==> config.mk <==
export PLATFORM = sky130hd
export DESIGN_NAME = mem_stage_lsu
export DESIGN_NICKNAME = d
export VERILOG_FILES = /design/src/rtl/mem_stage_lsu.sv
export SDC_FILE = /design/constraint.sdc
export NUM_CORES = 1
export LEC_CHECK = 0
export BUFFER_PORTS_ARGS = -buffer_cell sky130_fd_sc_hd__buf_4
export CORE_ASPECT_RATIO = 1.25
export CORE_MARGIN = 5
export CORE_UTILIZATION = 45
export DETAILED_ROUTE_END_ITERATION = 10
export PLACE_DENSITY = 0.76
export REMOVE_ABC_BUFFERS = 1
export SYNTH_ARGS = -nofsm -noshare
export SYNTH_HDL_FRONTEND = slang
export SYNTH_SLANG_ARGS = --single-unit
==> constraint.sdc <==
create_clock -name clk -period 3 [get_ports clk]
set_clock_uncertainty 0.05 [all_clocks]
set_input_delay 0.3 -clock clk [delete_from_list [all_inputs] [get_ports clk]]
set_output_delay 0.3 -clock clk [all_outputs]
set_load 0.02 [all_outputs]
==> src/rtl/mem_stage_lsu.sv <==
// MEM-stage load/store unit: drives one data-memory access per EX/MEM
// instruction over a req/ack bus, steers store byte lanes, extends load
// data, flags misaligned/illegal accesses and bounds the bus wait.
module mem_stage_lsu #(
    parameter int MAX_WAIT = 16
) (
    input  logic        clk,
    input  logic        rst_n,
    input  logic        MEM_memRead,
    input  logic        MEM_memWrite,
    input  logic [2:0]  MEM_funct3,
    input  logic [31:0] MEM_aluOut,
    input  logic [31:0] MEM_data2,
    input  logic [31:0] dmem_rdata,
    input  logic        dmem_ack,
    output logic        dmem_req,
    output logic        dmem_we,
    output logic [31:0] dmem_addr,
    output logic [3:0]  dmem_be,
    output logic [31:0] dmem_wdata,
    output logic        mem_stall,
    output logic        load_valid,
    output logic [31:0] MEM_loadData,
    output logic        access_err,
    output logic        bus_err
);

    typedef enum logic [1:0] {IDLE, BUSY, DONE} state_t;

    localparam logic [7:0] WAIT_LAST = 8'(MAX_WAIT - 1);

    state_t      state;
    logic [7:0]  wait_cnt;
    logic [2:0]  funct3_q;
    logic [1:0]  offs_q;
    logic        is_load_q;

    logic        access;
    logic        is_store;
    logic        acc_bad;

    // funct3 encodings accepted for the requested direction
    function automatic logic f3_legal(input logic st, input logic [2:0] f3);
        if (st)
            return (f3 == 3'b000) || (f3 == 3'b001) || (f3 == 3'b010);
        return (f3 == 3'b000) || (f3 == 3'b001) || (f3 == 3'b010) ||
               (f3 == 3'b100) || (f3 == 3'b101);
    endfunction

    // halfwords need an even address, words a multiple of four
    function automatic logic misaligned(input logic [2:0] f3, input logic [1:0] o);
        case (f3[1:0])
            2'b01:   return o[0];
            2'b10:   return o != 2'b00;
            default: return 1'b0;
        endcase
    endfunction

    function automatic logic [3:0] store_be(input logic [2:0] f3, input logic [1:0] o);
        case (f3[1:0])
            2'b00:   return 4'b0001 << o;
            2'b01:   return 4'b0011 << {o[1], 1'b0};
            default: return 4'b1111;
        endcase
    endfunction

    // data is replicated on every lane so the byte enables alone pick the target
    function automatic logic [31:0] store_wdata(input logic [2:0] f3, input logic [31:0] d);
        case (f3[1:0])
            2'b00:   return {4{d[7:0]}};
            2'b01:   return {2{d[15:0]}};
            default: return d;
        endcase
    endfunction

    function automatic logic [31:0] load_extend(input logic [2:0] f3, input logic [1:0] o,
                                                input logic [31:0] w);
        logic signed [7:0]  b;
        logic signed [15:0] h;
        b = w[{o, 3'b000} +: 8];
        h = w[{o[1], 4'b0000} +: 16];
        case (f3)
            3'b000:  return 32'(b);
            3'b001:  return 32'(h);
            3'b100:  return {24'b0, b};
            3'b101:  return {16'b0, h};
            default: return w;
        endcase
    endfunction

    // a simultaneous read and write is treated as a store
    assign access   = MEM_memRead | MEM_memWrite;
    assign is_store = MEM_memWrite;
    assign acc_bad  = !f3_legal(is_store, MEM_funct3) || misaligned(MEM_funct3, MEM_aluOut[1:0]);

    // stall from the first IDLE cycle of an access until DONE; never while in reset
    assign mem_stall = rst_n && ((state == BUSY) || ((state == IDLE) && access));

    // access sequencer: IDLE -> BUSY -> DONE, or IDLE -> DONE on a bad access
    always_ff @(posedge clk or negedge rst_n) begin
        if (!rst_n) begin
            state        <= IDLE;
            wait_cnt     <= '0;
            funct3_q     <= '0;
            offs_q       <= '0;
            is_load_q    <= 1'b0;
            dmem_req     <= 1'b0;
            dmem_we      <= 1'b0;
            dmem_addr    <= '0;
            dmem_be      <= '0;
            dmem_wdata   <= '0;
            load_valid   <= 1'b0;
            MEM_loadData <= '0;
            access_err   <= 1'b0;
            bus_err      <= 1'b0;
        end else begin
            load_valid <= 1'b0;
            access_err <= 1'b0;
            bus_err    <= 1'b0;
            case (state)
                IDLE: begin
                    if (access) begin
                        if (acc_bad) begin
                            state        <= DONE;
                            access_err   <= 1'b1;
                            MEM_loadData <= '0;
                        end else begin
                            state      <= BUSY;
                            wait_cnt   <= '0;
                            funct3_q   <= MEM_funct3;
                            offs_q     <= MEM_aluOut[1:0];
                            is_load_q  <= !is_store;
                            dmem_req   <= 1'b1;
                            dmem_we    <= is_store;
                            dmem_addr  <= {MEM_aluOut[31:2], 2'b00};
                            dmem_be    <= is_store ? store_be(MEM_funct3, MEM_aluOut[1:0]) : 4'b1111;
                            dmem_wdata <= is_store ? store_wdata(MEM_funct3, MEM_data2) : '0;
                        end
                    end
                end
                BUSY: begin
                    if (dmem_ack) begin
                        state    <= DONE;
                        dmem_req <= 1'b0;
                        if (is_load_q) begin
                            MEM_loadData <= load_extend(funct3_q, offs_q, dmem_rdata);
                            load_valid   <= 1'b1;
                        end
                    end else if (wait_cnt == WAIT_LAST) begin
                        state        <= DONE;
                        dmem_req     <= 1'b0;
                        bus_err      <= 1'b1;
                        MEM_loadData <= '0;
                    end else begin
                        wait_cnt <= wait_cnt + 8'd1;
                    end
                end
                DONE:    state <= IDLE;
                default: state <= IDLE;
            endcase
        end
    end

endmodule
==> run summary <==
max_slew headroom -> 0.385
layout cells sized above 1 -> 0.432
post-route ant nets -> 0
post-cts sizing count -> 0
clk sink count -> 119
pre-CTS setup slack -> 0.446 ns
Synth area leader -> dfrtp_1
P_leak -> 4.00 nW
Core Area -> 12,700 um^2
Initial Util -> 0.456
Tot GR Track Use -> 0.219
# IOs -> 210
Fmax -> 392 MHz
DR vias -> 4,952
WL final -> 16.8 mm
via/cell ratio -> 5.44
HP Class -> input port to register
# H-tree levels -> 4
worst slew pin tran -> 0.919 ns
CP startpoint kind -> register
first-pass GRT wire length -> 26.7 mm
Crit Path Max Fanout -> 32
WL per Instance -> 18.4 um
clk slew on worst S/H paths -> 0.05 ns
initial drt markers -> 360
drt first pass iters -> 4
Final min period -> 2.55 ns
chip height -> 137 um
cts bufs inserted -> 17
P per Cell Area -> 1020 nW/um^2
status -> finished, final reports clean
Root Driver -> clkbuf_16
fin crit share -> 0.849
Synth cell types -> 52
Slew Limit Fails -> 0
synth top area cells -> dfrtp_1 (52%), mux2_2 (12%), mux2i_1 (4.2%), a22o_1 (3.6%), o21ai_0 (3.0%)
RSZ-0062 raised after global routing -> false
setup violators final -> 0
Crit Path Class -> register to register
WP data required -> 3.23 ns
WP data arrival -> 2.78 ns
DIE WIDTH -> 111 um
Placer Congestion -> 0.898
GR Overflow Total -> 0
Syn Inst Count -> 523
final net count -> 838
Hold-fix buffers, CTS -> 1
Peak VDD IR -> 0.554 mV
Clock Latency Late Sink -> 0.40 ns
IO Port Bufs -> 207
ys async rst share -> 1.00
post-CTS setup buffers -> 0
Max-Cap Viols -> 0
Ys Warns -> 0
Seq cells post-synth -> 119
DRC Markers -> 0
proportion of netlist area held by the largest area contributor -> 0.516
antenna violations before repair -> 0
antenna cell count -> 0
post-route setup slack -> 0.452 ns
Fin. Hold Viols -> 0
Seq/Total Area, Yosys -> 0.516
largest net degree at the start of global routing -> 53
final setup TNS -> 0 ns
number of flops mapped to enable cells by yosys -> 0
ys flop type -> dfrtp_1
mapped cell area -> 5770 um^2
# rows -> 46
syn_area_per_cell -> 11.0 um^2
DPL Wire Length -> 12.6 mm
die area -> 15,200 um^2
Crit. End Element -> register
CTS tree -> built
CTS max path bufs -> 2
number of global-route vias before repair -> 5,303
worst hold slack -> 0.0665 ns
Final Util -> 0.643
Syn-to-layout area delta -> 41.0%
==> cell usage in the layout (no fill, tap or decap), types with 5 or more instances in the layout <==
master	instances
buf_4	222
dfrtp_1	119
mux2_2	60
nand2_1	45
o21ai_0	35
nor2_1	28
inv_1	26
a21oi_1	25
mux2i_1	24
a22o_1	24
clkbuf_16	17
a22oi_1	8
o221ai_1	7
o31a_1	7
nor3_1	6
a21boi_0	6
o2bb2ai_1	6
or3_1	5
bufinv_16	5
==> flip-flops by register name, summed over array words and instances (netlist names) <==
| signal | cells |
|---|---|
| MEM_loadData | 32 |
| access_err | 1 |
| bus_err | 1 |
| dmem_addr | 30 |
| dmem_be | 4 |
| dmem_req | 1 |
| dmem_wdata | 32 |
| dmem_we | 1 |
| funct3_q | 3 |
| is_load_q | 1 |
| load_valid | 1 |
| offs_q | 2 |
| state | 2 |
| wait_cnt | 8 |
==> cell families after synthesis <==
| kind of cell | Yosys count | share of synthesized area |
|---|---|---|
| AO/OA/AOI/OAI | 138 | 0.167 |
| AND/OR/NAND/NOR | 114 | 0.0985 |
| multiplexers | 85 | 0.163 |
| adder cells (fa/ha/maj) | 4 | 0.00868 |
| buffers and inverters | 62 | 0.0468 |
| flip-flops | 119 | 0.516 |
| other | 1 | 0.000650 |
==> per-layer routing <==
layer  part of all wire  GRT usage  wire (um)
met1               0.39      0.256       6470
met3               0.12      0.100       2050
met5                  0          0          0
met2               0.48      0.363       8120
met4             0.0079     0.0683        132
==> final cells by class <==
cell class | count | area (um^2)
multi-input combinational | 343 | 2530
sequential | 119 | 2980
inverter | 26 | 97.6
fill | 989 | 4530
tap | 168 | 210
timing repair buffer | 223 | 1680
clock inverter | 12 | 200
clock buffer | 20 | 447
==> synthesized netlist by cell type (2+ instances only) <==
cell	n
nor4_1	4
mux2i_1	24
nand3_1	4
a22oi_1	8
a211oi_1	2
o21ai_0	35
buf_6	3
clkbuf_1	26
dfrtp_1	119
ha_1	4
or3_1	5
o21bai_1	2
a21oi_1	25
inv_1	26
a21boi_0	6
mux2_2	60
nor2_1	29
nor3_1	6
nand3b_1	3
nand2b_1	3
a2bb2oi_1	3
o221ai_1	7
a211o_1	2
nor2b_1	3
nand2_1	45
o31a_1	7
a22o_1	24
o21a_1	2
buf_4	3
and3_1	2
and2_1	3
o2bb2ai_1	6
buf_2	3
==> where the power goes <==
part / switching, mW / internal (mW)
Sequential: 0.435 / 2.20
Combinational: 1.88 / 1.58
Clock: 0.715 / 1.50
Total: 3.03 / 5.28
==> path summary, 6_finish.rpt <==
kind                                  start                to  slack [ns]  depth (start not counted)
worst max-delay path            wait_cnt[5]  MEM_loadData[13]        0.45                          6
worst min-delay path               dmem_ack           bus_err        0.07                          2
worst max register to register  wait_cnt[5]  MEM_loadData[13]        0.45                          6
worst min register to register      dmem_we           dmem_we        0.44                          2
max in group asynchronous             rst_n     dmem_wdata[9]        1.55                          3
min in group asynchronous             rst_n   MEM_loadData[4]        0.34                          2
==> through the flow <==
step	area (um^2)	total power, mW	instances
2_1_floorplan	5600	4.60	488
3_3_place_gp	7480	6.03	878
3_5_place_dp	7480	6.13	878
4_1_cts	8140	8.37	911
5_1_grt	8140	8.75	911
6_report	8140	8.31	911
==> worst max-delay path, cell delays in order (launching register included) <==
cell and delay, ns:
dfrtp_1 0.44, nor4_4 0.34, a311oi_2 0.21, or3_4 0.40
nor3_4 0.16, buf_4 0.40, mux2_2 0.39
Note: power is estimated with default switching activity, not from simulation.
